File: src/rtl/alu_simd_result_unpacker_if.sv
// alu_simd_result_unpacker_if: packed-result input and unpacked beat stream of the result unpacker
interface alu_simd_result_unpacker_if #(parameter int LEVEL_W = 5);
   logic in_valid;
   logic in_ready;
   logic USE_SIMD;
   logic [44:0] S;
   logic [3:0] carry_out;
   logic out_valid;
   logic out_ready;
   logic [46:0] out_data;
   logic out_lane;
   logic out_last;
   logic [LEVEL_W-1:0] level;
   modport slave(
      input in_valid, USE_SIMD, S, carry_out, out_ready,
      output in_ready, out_valid, out_data, out_lane, out_last, level
   );
   modport master(
      output in_valid, USE_SIMD, S, carry_out, out_ready,
      input in_ready, out_valid, out_data, out_lane, out_last, level
   );
endinterface

File: src/rtl/alu_simd_result_unpacker.sv
// alu_simd_result_unpacker: FIFO of packed ALU results serialized as one beat per wide result or per SIMD lane
module alu_simd_result_unpacker #(
   parameter int FIFO_DEPTH = 4,
   parameter int LEVEL_W = 5
) (
   input logic clk,
   input logic reset,
   alu_simd_result_unpacker_if.slave bus
);
   localparam int PW = $clog2(FIFO_DEPTH);
   typedef enum logic [1:0] {IDLE, HEAD0, HEAD1} state_t;
   state_t st;
   logic [49:0] mem [FIFO_DEPTH];
   logic [PW-1:0] wp, rp;
   logic [LEVEL_W-1:0] lvl, lvl_n;
   logic [49:0] head;
   logic push, pop, hs, mode;
   assign bus.in_ready = !reset && (lvl < LEVEL_W'(FIFO_DEPTH));
   assign bus.level = lvl;
   assign push = bus.in_valid && bus.in_ready;
   assign head = mem[rp];
   assign mode = head[49];
   assign hs = bus.out_valid && bus.out_ready;
   assign pop = hs && bus.out_last;
   assign lvl_n = lvl + LEVEL_W'(push) - LEVEL_W'(pop);
   // head[48:47] is the high-slice carry pair, head[46:45] the low-slice pair
   always_comb begin
      bus.out_valid = st != IDLE;
      bus.out_lane = st == HEAD1;
      bus.out_last = (st == HEAD1) || (st == HEAD0 && !mode);
      bus.out_data = st == HEAD1 ? {27'b0, head[48:47], head[44:27]} :
                     st == HEAD0 ? (mode ? {18'b0, head[46:45], head[26:0]} : {head[48:47], head[44:0]}) : '0;
   end
   always_ff @(posedge clk) if (push) mem[wp] <= {bus.USE_SIMD, bus.carry_out, bus.S};
   always_ff @(posedge clk) begin
      if (reset) begin
         st <= IDLE;
         wp <= '0;
         rp <= '0;
         lvl <= '0;
      end else begin
         lvl <= lvl_n;
         if (push) wp <= wp + PW'(1);
         if (pop) rp <= rp + PW'(1);
         if (hs) st <= bus.out_last ? (lvl_n != '0 ? HEAD0 : IDLE) : HEAD1;
         else if (st == IDLE && push) st <= HEAD0;
      end
   end
endmodule

File: src/flat_wrapper.sv
// flat-port wrapper written by rule: the top's interface ports become plain ports
module alu_simd_result_unpacker_flat 
#(
   parameter int FIFO_DEPTH = 4,
   parameter int LEVEL_W = 5
)
  (clk, reset, bus_in_valid, bus_USE_SIMD, bus_S, bus_carry_out, bus_out_ready, bus_in_ready, bus_out_valid, bus_out_data, bus_out_lane, bus_out_last, bus_level);
  alu_simd_result_unpacker_if #(.LEVEL_W(LEVEL_W)) bus_i ();
  input logic clk;
  input logic reset;
  input wire logic [$bits(bus_i.in_valid)-1:0] bus_in_valid;
  input wire logic [$bits(bus_i.USE_SIMD)-1:0] bus_USE_SIMD;
  input wire logic [$bits(bus_i.S)-1:0] bus_S;
  input wire logic [$bits(bus_i.carry_out)-1:0] bus_carry_out;
  input wire logic [$bits(bus_i.out_ready)-1:0] bus_out_ready;
  output wire logic [$bits(bus_i.in_ready)-1:0] bus_in_ready;
  output wire logic [$bits(bus_i.out_valid)-1:0] bus_out_valid;
  output wire logic [$bits(bus_i.out_data)-1:0] bus_out_data;
  output wire logic [$bits(bus_i.out_lane)-1:0] bus_out_lane;
  output wire logic [$bits(bus_i.out_last)-1:0] bus_out_last;
  output wire logic [$bits(bus_i.level)-1:0] bus_level;
  assign bus_i.in_valid = bus_in_valid;
  assign bus_i.USE_SIMD = bus_USE_SIMD;
  assign bus_i.S = bus_S;
  assign bus_i.carry_out = bus_carry_out;
  assign bus_i.out_ready = bus_out_ready;
  assign bus_in_ready = bus_i.in_ready;
  assign bus_out_valid = bus_i.out_valid;
  assign bus_out_data = bus_i.out_data;
  assign bus_out_lane = bus_i.out_lane;
  assign bus_out_last = bus_i.out_last;
  assign bus_level = bus_i.level;
  alu_simd_result_unpacker #(.FIFO_DEPTH(FIFO_DEPTH), .LEVEL_W(LEVEL_W)) u_core (.clk(clk), .reset(reset), .bus(bus_i));
endmodule
File: config.mk
export PLATFORM = sky130hd
export DESIGN_NAME = alu_simd_result_unpacker_flat
export DESIGN_NICKNAME = d
export VERILOG_FILES = /design/src/rtl/alu_simd_result_unpacker_if.sv /design/src/rtl/alu_simd_result_unpacker.sv /design/src/flat_wrapper.sv
export SDC_FILE = /design/constraint.sdc
export NUM_CORES = 1
export LEC_CHECK = 0
export CAP_MARGIN = 0
export CORE_MARGIN = 8
export CORE_UTILIZATION = 59
export CTS_CLUSTER_SIZE = 8
export DETAILED_ROUTE_END_ITERATION = 6
export PLACE_DENSITY = 0.95
export SLEW_MARGIN = 40
export SYNTH_ARGS = -nofsm -noshare
export SYNTH_HDL_FRONTEND = slang
export SYNTH_SLANG_ARGS = --single-unit
File: constraint.sdc
create_clock -name clk -period 5.3 [get_ports clk]
set_input_delay 0.795 -clock clk [delete_from_list [all_inputs] [get_ports clk]]
set_output_delay 0.795 -clock clk [all_outputs]
set_load 0.05 [all_outputs]
==> metrics.json <==
{
  "ff2ff_setup_slack_ns": 1.76,
  "setup_viol": 0,
  "outcome": "finished clean",
  "postLayoutCoreUtil_pct": 75.8,
  "global_route_wire_length_before_repair_um": 29200,
  "die_height_um": 135,
  "clock_latency_late_sink_ns": 0.53,
  "number_of_buffers_inserted_by_hold_repair_at_cts": 0,
  "yosys.area.top_type_share_pct": 72.1,
  "p_leak_nw": 3.40,
  "timing.setup.tns_ns": 0,
  "io_pins": 110,
  "cts_tree": "built",
  "crit_path_start_kind": "flop",
  "cts_resized": 0,
  "viasPerCell": 6.09,
  "worst-endpoint-arrival_ns": 3.13,
  "ys.warnings.count": 0,
  "final.fill_count": 709,
  "drt-initial-drc-count": 449,
  "final.setup_skew_ns": 0.0144,
  "cts-root-to-sink-buffers": 3,
  "number_of_nets_with_antenna_violations_after_routing": 0,
  "num_rows": 43,
  "critPathKind": "reg2out",
  "pre_cts_ws_ns": 1.51,
  "r2r-start": "u_core.mem[0][49]$_DFFE_PP_",
  "post-route-cell-area_mm2": 0.0105,
  "place_area_mm2": 0.00964,
  "holdPathEnd": "u_core.rp[0]$_SDFFE_PP0P_",
  "yosys-top-cells-area": "sky130_fd_sc_hd__edfxtp_1 72%, sky130_fd_sc_hd__mux4_2 14%, sky130_fd_sc_hd__dfxtp_1 3.1%",
  "synth.avg_cell_area_um2": 20.8,
  "area.growth.synth_to_final_pct": 25.7,
  "worst_ir_drop_vdd_mv": 0.318,
  "synth_area_leader_cell": "sky130_fd_sc_hd__edfxtp_1",
  "final.setup.worst_slack_ns": 1.38,
  "hold_class": "reg2reg",
  "layout_commonest_cell": "sky130_fd_sc_hd__edfxtp_1",
  "worst_hold_path.num_cells": 2,
  "reg2reg_depth": 13,
  "part_of_the_yosys_area_used_for_sequential_elements_pct": 75.2,
  "cts.clk_slew.worst_paths_ns": 0.05,
  "postRouteWirelength_um": 19300,
  "detailedRoute.firstPassIterationCount": 5,
  "finalHoldViolCount": 0,
  "fmax_mhz": 255,
  "cap_viol_max_count": 0,
  "grt_start_max_net_pins": 50,
  "wl_per_cell_um": 26.6,
  "clock_tree.root_cell": "sky130_fd_sc_hd__clkbuf_16",
  "buffer_ports.inserted": 109,
  "num_vias": 4417,
  "layout_common_cells": "200 x sky130_fd_sc_hd__edfxtp_1, 109 x sky130_fd_sc_hd__clkdlybuf4s50_1, 50 x sky130_fd_sc_hd__mux4_2",
  "hold_slack_ns": 0.555,
  "min-delay-start": "u_core.rp[0]$_SDFFE_PP0P_",
  "tritoncts.num_buffers": 30,
  "crit_fanout": 22,
  "period_minus_slack_ns": 3.92,
  "ys_seq_elements": 213,
  "finalCritPeriodShare_pct": 74.0,
  "rsz_0062_raised_after_global_routing": "false",
  "nNetsFinal": 594,
  "antenna_violations_before_repair": 2,
  "rd_place_congestion": 0.806,
  "netlist_area_mm2": 0.00833,
  "power-per-cell-area_mw_per_mm2": 438,
  "syn-num-nets": 466,
  "floorplan.core_area_mm2": 0.0138,
  "cts_max_level": 1,
  "dp.final_hpwl_um": 11000,
  "floorplan.initialDensity_pct": 60.3,
  "die_width_um": 135,
  "grt_overflow_total": 0,
  "post_cts.repair.setup_buffers": 0,
  "clock_sinks": 213,
  "drive_gt1_share_pct": 19.2,
  "slew-limit-headroom_pct": 52.4,
  "cp_data_required_time_ns": 4.51,
  "grt_util_all_layers_pct": 21.5,
  "timing.rr.end": "u_core.st[0]$_SDFFE_PP0P_",
  "die-area_mm2": 0.0182,
  "remaining_drc_errors": 0,
  "max_slew.worst_pin.slew_ns": 0.715,
  "synth_cell_types": 34,
  "endpoint_kind": "primary output",
  "report.final.slew_viol_count": 0,
  "first_global_vias": 4854,
  "synthesis.instances": 401
}
worst max path at each step:
stage | slack (ns) | cells after the start | to | startpoint
after floorplan | 1.93 | 11 | u_core.st[0]$_SDFFE_PP0P_ | reset
after global placement | 1.76 | 11 | u_core.st[0]$_SDFFE_PP0P_ | reset
after detailed placement | 1.51 | 11 | u_core.st[0]$_SDFFE_PP0P_ | reset
after CTS | 1.36 | 4 | bus_out_data[46] | u_core.mem[0][49]$_DFFE_PP_
after global routing | 1.29 | 4 | bus_out_data[32] | u_core.mem[0][49]$_DFFE_PP_
final | 1.38 | 4 | bus_out_data[46] | u_core.mem[0][49]$_DFFE_PP_
cell families (layout without fill, tap and decap cells):
| family | after synthesis | after routing | synth area share (%) |
|---|---|---|---|
| buf+inv | 31 | 173 | 1.67 |
| simple gates | 58 | 58 | 4.04 |
| mux | 53 | 53 | 13.9 |
| compound gates | 29 | 29 | 2.85 |
| xor+xnor | 6 | 6 | 0.631 |
| flops | 213 | 213 | 75.2 |
| fa+ha+maj | 11 | 11 | 1.74 |
| other cells | 0 | 2 | 0 |
stage by stage:
stage                     power (mW)  std cells
after floorplan                 2.62        401
after global placement          2.88        677
after detailed placement        2.92        677
after CTS                       4.62        723
after global routing            4.73        724
final                           4.59        725
registers in the layout (all words and copies together) (netlist names), named ones only:
signal	flops
u_core.st	2
u_core.mem	200
u_core.wp	2
u_core.rp	2
u_core.bus.level	5
synth_stat cells (all sizes together):
cell and instances:
nor2 14, dfxtp 13, inv 10, edfxtp 200
mux4 50, nand4 1, and2 26, xnor2 3
nand2 1, xor2 3, clkbuf 10, a21oi 4
nand2b 2, mux2 1, a211oi 1, or2 2
o211ai 1, nor3b 1, and3 4, a22o 20
nor3 2, o22ai 1, a21o 1, nor2b 5
fa 1, mux2i 2, o21a 1, buf 11
ha 10
final cells by class:
cell class                      instances  area, µm²  share of cell area [%]
Clock buffer                           45        828                    7.91
Antenna cell                            2       5.00                  0.0478
Sequential cell                       213       6270                    59.9
Multi-Input combinational cell        157       1950                    18.6
Inverter                               10       37.5                   0.358
Tap cell                              180        225                    2.15
Timing Repair Buffer                  117       1150                    11.0
Clock inverter                          1       3.75                  0.0358
worst max-delay path, stage by stage, from the launching register on:
cell	delay [ns]
sky130_fd_sc_hd__edfxtp_1	0.40
sky130_fd_sc_hd__mux4_2	0.56
sky130_fd_sc_hd__nor2_4	0.53
sky130_fd_sc_hd__and2_1	0.26
sky130_fd_sc_hd__clkdlybuf4s50_1	0.84
report_power, final:
part	total (mW)	switching, mW	leakage (nW)	internal [mW]
logic	0.915	0.560	1.08	0.355
registers	1.99	0.0400	1.92	1.95
clock network	1.69	0.638	0.400	1.05
total	4.59	1.24	3.40	3.35
per-layer routing:
metal / share of wire, % / global-route usage (%) / vias to the layer above
li1: - / - / 1879
met1: 38 / 25.5 / 2316
met2: 53 / 36.6 / 177
met3: 7.0 / 6.05 / 43
met4: 2.7 / 8.17 / 2
met5: 0.067 / 0 / -
Note: power is estimated with default switching activity, not from simulation.
